## src/rtl/regfile_wb_arbiter.sv

```systemverilog
// Write-port arbiter between ALU writeback and a 1-entry multiplier result buffer,
// with bounded ALU priority and a per-register scoreboard of outstanding multiplies.
module regfile_wb_arbiter #(
  parameter int DATA_W   = 16,
  parameter int MAX_WAIT = 4
) (
  input  logic              clk,
  input  logic              arst_n,
  input  logic              alu_we,
  input  logic [4:0]        alu_waddr,
  input  logic [DATA_W-1:0] alu_wdata,
  output logic              alu_stall,
  input  logic              mul_issue,
  input  logic [4:0]        mul_issue_addr,
  input  logic              mul_valid,
  output logic              mul_ready,
  input  logic [4:0]        mul_waddr,
  input  logic [DATA_W-1:0] mul_wdata,
  input  logic [4:0]        raddr_1,
  input  logic [4:0]        raddr_2,
  output logic              hz_1,
  output logic              hz_2,
  output logic [31:0]       pend_mask,
  output logic              rf_reg_write,
  output logic [4:0]        rf_waddr,
  output logic [DATA_W-1:0] rf_wdata
);

  localparam int WCNT_W = $clog2(MAX_WAIT + 1);
  localparam logic [WCNT_W-1:0] WAIT_LIM = WCNT_W'(MAX_WAIT);

  logic              buf_valid_q, buf_valid_d;
  logic [4:0]        buf_addr_q, buf_addr_d;
  logic [DATA_W-1:0] buf_data_q, buf_data_d;
  logic [WCNT_W-1:0] wait_cnt_q, wait_cnt_d;
  logic [31:0]       pending_q, pending_d;

  logic              starve;
  logic              waw;
  logic              grant_buf;
  logic              grant_alu;
  logic              capture;
  logic [4:0]        win_addr;
  logic [DATA_W-1:0] win_data;

  // Grants are gated by arst_n so every port-facing output idles while reset is held.
  always_comb begin
    starve    = buf_valid_q & (wait_cnt_q >= WAIT_LIM);
    waw       = alu_we & pending_q[alu_waddr] & (alu_waddr != 5'd0);
    grant_buf = arst_n & buf_valid_q & (~alu_we | starve | waw);
    grant_alu = arst_n & alu_we & ~grant_buf & ~waw;
    mul_ready = arst_n & (~buf_valid_q | grant_buf);
    alu_stall = arst_n & alu_we & ~grant_alu;
    capture   = mul_valid & mul_ready;

    win_addr = '0;
    win_data = '0;
    if (grant_buf) begin
      win_addr = buf_addr_q;
      win_data = buf_data_q;
    end else if (grant_alu) begin
      win_addr = alu_waddr;
      win_data = alu_wdata;
    end
    rf_reg_write = (grant_buf | grant_alu) & (win_addr != 5'd0);
    rf_waddr     = win_addr;
    rf_wdata     = win_data;

    hz_1      = pending_q[raddr_1];
    hz_2      = pending_q[raddr_2];
    pend_mask = pending_q;
  end

  always_comb begin
    buf_valid_d = buf_valid_q;
    buf_addr_d  = buf_addr_q;
    buf_data_d  = buf_data_q;
    if (grant_buf) begin
      buf_valid_d = 1'b0;
    end
    if (capture) begin
      buf_valid_d = 1'b1;
      buf_addr_d  = mul_waddr;
      buf_data_d  = mul_wdata;
    end

    if (grant_buf | ~buf_valid_q) begin
      wait_cnt_d = '0;
    end else if (wait_cnt_q < WAIT_LIM) begin
      wait_cnt_d = wait_cnt_q + 1'b1;
    end else begin
      wait_cnt_d = wait_cnt_q;
    end

    // Clear before set so a same-index issue in the drain cycle keeps the bit.
    pending_d = pending_q;
    if (grant_buf) begin
      pending_d[buf_addr_q] = 1'b0;
    end
    if (mul_issue && (mul_issue_addr != 5'd0)) begin
      pending_d[mul_issue_addr] = 1'b1;
    end
    pending_d[0] = 1'b0;
  end

  always_ff @(posedge clk) begin
    if (!arst_n) begin
      buf_valid_q <= 1'b0;
      wait_cnt_q  <= '0;
      pending_q   <= '0;
    end else begin
      buf_valid_q <= buf_valid_d;
      buf_addr_q  <= buf_addr_d;
      buf_data_q  <= buf_data_d;
      wait_cnt_q  <= wait_cnt_d;
      pending_q   <= pending_d;
    end
  end

endmodule

```

## config.mk

```make
export PLATFORM = sky130hd
export DESIGN_NAME = regfile_wb_arbiter
export DESIGN_NICKNAME = d
export VERILOG_FILES = /design/src/rtl/regfile_wb_arbiter.sv
export SDC_FILE = /design/constraint.sdc
export NUM_CORES = 1
export LEC_CHECK = 0
export CAP_MARGIN = 20
export CORE_ASPECT_RATIO = 1.75
export CORE_MARGIN = 2
export CORE_UTILIZATION = 40
export CTS_CLUSTER_SIZE = 25
export DETAILED_ROUTE_END_ITERATION = 6
export PLACE_DENSITY = 0.83
export SYNTH_ARGS = -nofsm -noshare
export SYNTH_HDL_FRONTEND = slang
export SYNTH_SLANG_ARGS = --single-unit
export TNS_END_PERCENT = 5
```

## constraint.sdc

```tcl
create_clock -name clk -period 2.8 [get_ports clk]
set_clock_uncertainty 0.1 [all_clocks]
set_input_delay 0.28 -clock clk [delete_from_list [all_inputs] [get_ports clk]]
set_output_delay 0.28 -clock clk [all_outputs]
set_load 0.01 [all_outputs]
```

# Yosys cells after proc, flatten, opt, wreduce, memory -nomap -nowiden
# Cells that the tools add are included.
# totals
reg_bits,57
latch_bits,0
mem_bits_rw,0
rom_bits,0
inputBits,62
out_inout_bits,58
wordCells,68
mem_count,0
# op_classes
add_sub_neg,1
mul,0
n_div,0
n_lt_le_gt_ge,9
n_eq_ne,0
n_shift,0
mux,18
n_bitwise,25
reduce_logical,9
# ops
cell,n
two-way mux 32 bit,2
AND 32 bit,1
two-way mux 16 bit,2
NOT 32 bit,1
OR 32 bit,1
"< comparator 5 x 6 -> 1 bit, second input constant",5
binary-select mux 1 bit (select 5 bit),3
nonzero test 5 bit,3
AND 1 bit,12
demux 1 bit (select 5 bit),2
">= comparator 5 x 1 -> 1 bit, second input constant",2
two-way mux 5 bit,2
two-way mux 1 bit,7
NOT 1 bit,6
OR 1 bit,4
"adder 3 x 1 -> 3 bit, second input constant",1
">= comparator 3 bit, second input constant",1
logical AND 1 bit,3
"< comparator 3 bit, second input constant",1
AND reduction 2 bit,1
nonzero test 2 bit,1
OR reduction 2 bit,1

# Logic depth before layout (Yosys ltp)
# depth
ltp_word,13
mapped_depth,10
mapped_depth_nobuf,6

# Worst setup path after synthesis
# No wires, ideal clock.
# synth_path
path_type,input port to flip-flop
from,in alu_waddr[0]
to,reg buf_addr_q[0] (enable)
setup_time_ns,0.379
arrival_time_ns,1.782
required_ns,2.321
slack_ns,0.539
path_stages,7
path_buffers,1
path_cell_list,buf_4 -> mux2i_1 -> a311oi_1 -> nand3_1 -> and4_4 -> nand3_1 -> and3_1
# synth_between
elab_chain_len,10
word_cells_on_any_way,11
cone_classes,mux (2); bitwise (7); reduce/logical (2)
# synth_rtl
item,line_no,source
start: declaration,10,"input logic [4:0] alu_waddr,"
binary-select mux 1 bit (select 5 bit),49,waw = alu_we & pending_q[alu_waddr] & (alu_waddr != 5'd0);
two-way mux 1 bit (not written as such),49,
AND 1 bit,49,
AND 1 bit *,49,
OR 1 bit *,50,grant_buf = arst_n & buf_valid_q & (~alu_we | starve | waw);
AND 1 bit *,50,
OR 1 bit *,52,mul_ready = arst_n & (~buf_valid_q | grant_buf);
AND 1 bit *,52,
AND 1 bit *,54,capture = mul_valid & mul_ready;
AND reduction 2 bit (no line) *,--,
end signal: assignment,113,buf_addr_q <= buf_addr_d;
end: declaration,33,"logic [4:0] buf_addr_q, buf_addr_d;"
# Every way passes the cells marked *; elsewhere a longest branch is shown, timed or not. The select of a mux whose other input is x is not followed.
# A chain may end at the register's enable or synchronous reset.

# Final worst setup path
# layout_path
from,in alu_waddr[2]
to,out alu_stall
# layout_between
elab_chain_len,11
word_cells_on_any_way,13
cone_classes,mux (2); bitwise (10); reduce/logical (1)
# layout_rtl
item,line_no,source
binary-select mux 1 bit (select 5 bit),49,
two-way mux 1 bit (not written as such),49,
AND 1 bit,49,
AND 1 bit *,49,
OR 1 bit,50,
AND 1 bit,50,
NOT 1 bit,51,grant_alu = arst_n & alu_we & ~grant_buf & ~waw;
AND 1 bit,51,
AND 1 bit *,51,
NOT 1 bit *,53,alu_stall = arst_n & alu_we & ~grant_alu;
AND 1 bit *,53,
end: declaration,12,"output logic alu_stall,"
# Marks and branches as above.

==> flow_metrics.env <==
export IMPL_worstHoldStart="mul_wdata[4]"
export IMPL_crit_required_ns=2.42
export IMPL_fin_cells=569
export IMPL_drt_iter0_drc=245
export IMPL_vias_per_cell=5.95
export IMPL_ant_nets=0
export IMPL_grt_usage_pct=25.5
export IMPL_ys_ff_latch=56
export IMPL_cts_htree_levels=2
export IMPL_p_switching_w=0.000481
export IMPL_synth_area_um2=3450
export IMPL_rows=44
export IMPL_swShare_pct=24.9
export IMPL_rsz0062_at_grt="true"
export IMPL_failed_checks="negative setup slack"
export IMPL_synth_top_area_share_pct=20.3
export IMPL_drt_first_pass_iters=4
export IMPL_worstReg2RegStart="pend_mask[14]"
export IMPL_crit_arrival_ns=2.43
export IMPL_nNetsFinal=516
export IMPL_yosysSeqAreaShare_pct=38.5
export IMPL_p_leak_nw=1.91
export IMPL_min_delay_path_depth=1
export IMPL_cts_clk_slew_worst_paths_ns=0.07
export IMPL_cp_num_buf_inv=4
export IMPL_start_kind="input port"
export IMPL_die_width_um=74.3
export IMPL_cts_tree="done"
export IMPL_synth_flop_cell="dfxtp_1"
export IMPL_design_core_area_um2=8370
export IMPL_pwr_share_seq_pct=45.9
export IMPL_grt_overflow=0
export IMPL_synth_top_family_by_area="simple AND/OR/NAND/NOR gates"
export IMPL_r2r_end="buf_data_q[12]"
export IMPL_drc=0
export IMPL_p_per_area_nw_per_um2=374
export IMPL_slowest_delay_ns=0.49
export IMPL_ys_warn_count=0
export IMPL_dp_cells=556
export IMPL_drv_slew=0
export IMPL_finalCritPeriodShare_pct=100
export IMPL_clk_path_buf_depth=2
export IMPL_clkPwrFrac_pct=33.3
export IMPL_antenna_cells=0
export IMPL_finalSetupViolations=1
export IMPL_utilization_pct=61.7
export IMPL_drive_gt1_share_pct=27.5
export IMPL_synthSimpleGateAreaFrac_pct=20.0
export IMPL_clk_latency_ns=0.30
export IMPL_gp_congestion=0.911
export IMPL_synth_area_leader_cell="dfxtp_1"
export IMPL_path_class="in2out"
export IMPL_synthCells=315
export IMPL_die_area_um2=9430
export IMPL_numCtsBuffers=5
export IMPL_hold_viol_final=0
export IMPL_hold_end="buf_data_q[4]"
export IMPL_synth_compound_area_share_pct=18.2
export IMPL_min_path_type="in2reg"
export IMPL_slew_headroom_pct=66.0
export IMPL_synthAdderAreaFrac_pct=0.362
export IMPL_dieHeight_um=127
export IMPL_ys_async_sr_fraction_pct=0
export IMPL_r2r_worst_path_cells=7
export IMPL_status="complete, but fails checks"
export IMPL_cpMaxStageDelayCell="clkdlybuf4s50_1"
export IMPL_grt_pass1_vias=3677
export IMPL_fmax_ghz=0.356
export IMPL_period_needed_ns=2.81
export IMPL_wl_per_cell_um=20.5
export IMPL_peakVddDrop_v=0.000388
export IMPL_netlist_cell_type_count=37
export IMPL_floorplan_initialDensity_pct=41.3
export IMPL_crit_family="buffers and inverters"
export IMPL_setup_ws_ns=-0.00943
export IMPL_syn_nets=378
export IMPL_worst_pin_slew_ns=0.509
export IMPL_wirelength_um=11700
export IMPL_grt_max_degree=35
export IMPL_cp_cell_sequence="clkdlybuf4s50_1 > buf_6 > mux4_2 > o2111ai_2 > and4_4 > and2_4 > bufbuf_16 > nor2_1 > dlygate4sd2_1"
export IMPL_antenna_found_initial=0
export IMPL_max_cap_violations=0
export IMPL_synth_edff_count=21
export IMPL_ys_top_cells_by_area="dfxtp_1 20%, edfxtp_1 18%, mux4_2 12%"
export IMPL_num_io_pins=120
export IMPL_grt_pass1_wl_um=18400
export IMPL_crit_fanout=11
export IMPL_dpl_hpwl_um=8640
export IMPL_cts_sinks=56
export IMPL_cts_root_buffer="clkbuf_16"
export IMPL_area_growth_pct=49.5
export IMPL_portBuffers=118
export IMPL_intPower_w=0.00145
export IMPL_end_kind="output pin"
export IMPL_p_comb_share_pct=20.9
export IMPL_synth_xor_area_share_pct=0.254
export IMPL_syn_area_per_cell_um2=11.0
export IMPL_synthMuxAreaShare_pct=17.7
export IMPL_num_vias=3383
export IMPL_cts_hold_buf=0
export IMPL_reg2reg_slack_ns=0.63
-- kinds of logic (layout without fill, tap and decap cells) --
group | count (synthesis) | count (layout)
DFF | 56 | 56
adders and majority gates | 1 | 1
buffers and inverters | 29 | 168
AOI/OAI and AO/OA | 67 | 67
other | 1 | 1
and+or+nand+nor | 123 | 123
muxes | 37 | 37
xor gates and xnor gates | 1 | 1
-- state kept, by name (all words and copies together) (netlist names) --
name         flops
buf_data_q      16
wait_cnt_q       3
buf_valid_q      1
pend_mask       31
buf_addr_q       5
-- how the worst max path moves through the flow --
stage,from,end,cells after the start
2_1_floorplan,alu_waddr[0],buf_addr_q[0],7
3_3_place_gp,alu_waddr[1],rf_waddr[2],10
3_5_place_dp,alu_waddr[1],rf_wdata[2],8
4_1_cts,raddr_1[0],hz_1,6
5_1_grt,alu_waddr[2],rf_waddr[3],9
6_report,alu_waddr[2],alu_stall,9
-- synth_stat cells (3+ instances only) --
master and count:
nand2_1 11, o221a_2 30, mux2i_1 14, a21oi_1 7, a22o_1 22, mux2_2 4, or3b_2 3, buf_2 6
buf_4 5, or3_1 35, dfxtp_1 35, nand3_1 9, nor3b_2 3, edfxtp_1 21, buf_6 4, nor2_1 37
nand3b_1 10, inv_1 3, clkbuf_1 11, mux4_2 19, nor2b_1 4
-- worst register-to-register path, cell delays in order (launching register included) --
cell      delay, ns
dfxtp_1        0.49
mux2i_1        0.13
a311oi_2       0.27
nand3_1        0.12
and4_4         0.23
nand3_1        0.13
and3_1         0.22
buf_12         0.18
-- timing repair --
| action | CTS | global route |
|---|---|---|
| setup buffers | 2 | 0 |
| endpoints found under the hold margin | 0 | 0 |
| cloned | 3 | 0 |
| pin swaps | 1 | 0 |
| endpoints found under the setup margin | 26 | 25 |
| gates resized for setup | 68 | 19 |
-- layout by cell type, fill, tap and decap left out, types with 2 or more instances in the layout --
master and n:
clkdlybuf4s50_1 88, nor2_1 37, or3_1 35, dfxtp_1 35, o221a_2 30, buf_4 27
a22o_1 22, edfxtp_1 21, mux4_2 19, mux2i_1 14, nand2_1 11, buf_2 11
nand3b_1 10, nand3_1 9, dlygate4sd2_1 7, clkdlybuf4s15_1 7, a21oi_1 6, clkbuf_16 5
buf_6 5, inv_1 4, mux2_2 4, buf_12 4, nor2b_1 3, or3b_2 3
nor3b_2 3, bufbuf_16 3, clkbuf_2 3, nor3_1 2, a22oi_1 2, and2_4 2
o21ai_0 2, nand4b_1 2, or3b_1 2, dlymetal6s2s_1 2
-- stage by stage --
stage	worst slack [ns]	hold slack, ns	instance area, um2	power [W]	TNS [ns]
global route	-0.0768	0.430	5160	0.00198	-0.408
CTS	-0.0551	0.431	5140	0.00192	-0.0974
finish	-0.00943	0.432	5160	0.00193	-0.00943
floorplan	0.539	0.279	3450	0.00108	0
detailed placement	-0.473	0.487	4930	0.00129	-10.87
global placement	-0.428	0.459	4930	0.00128	-9.98
-- power groups by stage --
stage | clock network (W) | logic (W) | registers, W
2_1_floorplan | 0 | 0.000178 | 0.000899
3_3_place_gp | 0 | 0.000379 | 0.000902
3_5_place_dp | 0 | 0.000388 | 0.000902
4_1_cts | 0.000639 | 0.000397 | 0.000884
5_1_grt | 0.000671 | 0.000427 | 0.000886
6_report | 0.000642 | 0.000403 | 0.000884
-- per-layer routing --
layer	vias up	wire length, um	share of wire [%]	track usage, %
met5	-	0	0	0
met4	0	454	3.9	13.6
met3	37	881	7.6	4.85
met2	192	6340	54	46.3
met1	1626	3980	34	26.5
li1	1528	-	-	-
-- cell type report --
type	count	area [um2]
multi-input cells	230	1990
well taps	115	144
clock buffers	7	143
inverters	3	11.3
flip-flops and latches	56	1330
clock inverters	1	3.75
fillers	718	3200
repair buffers	157	1540
Power figures use the tool's default switching activity.
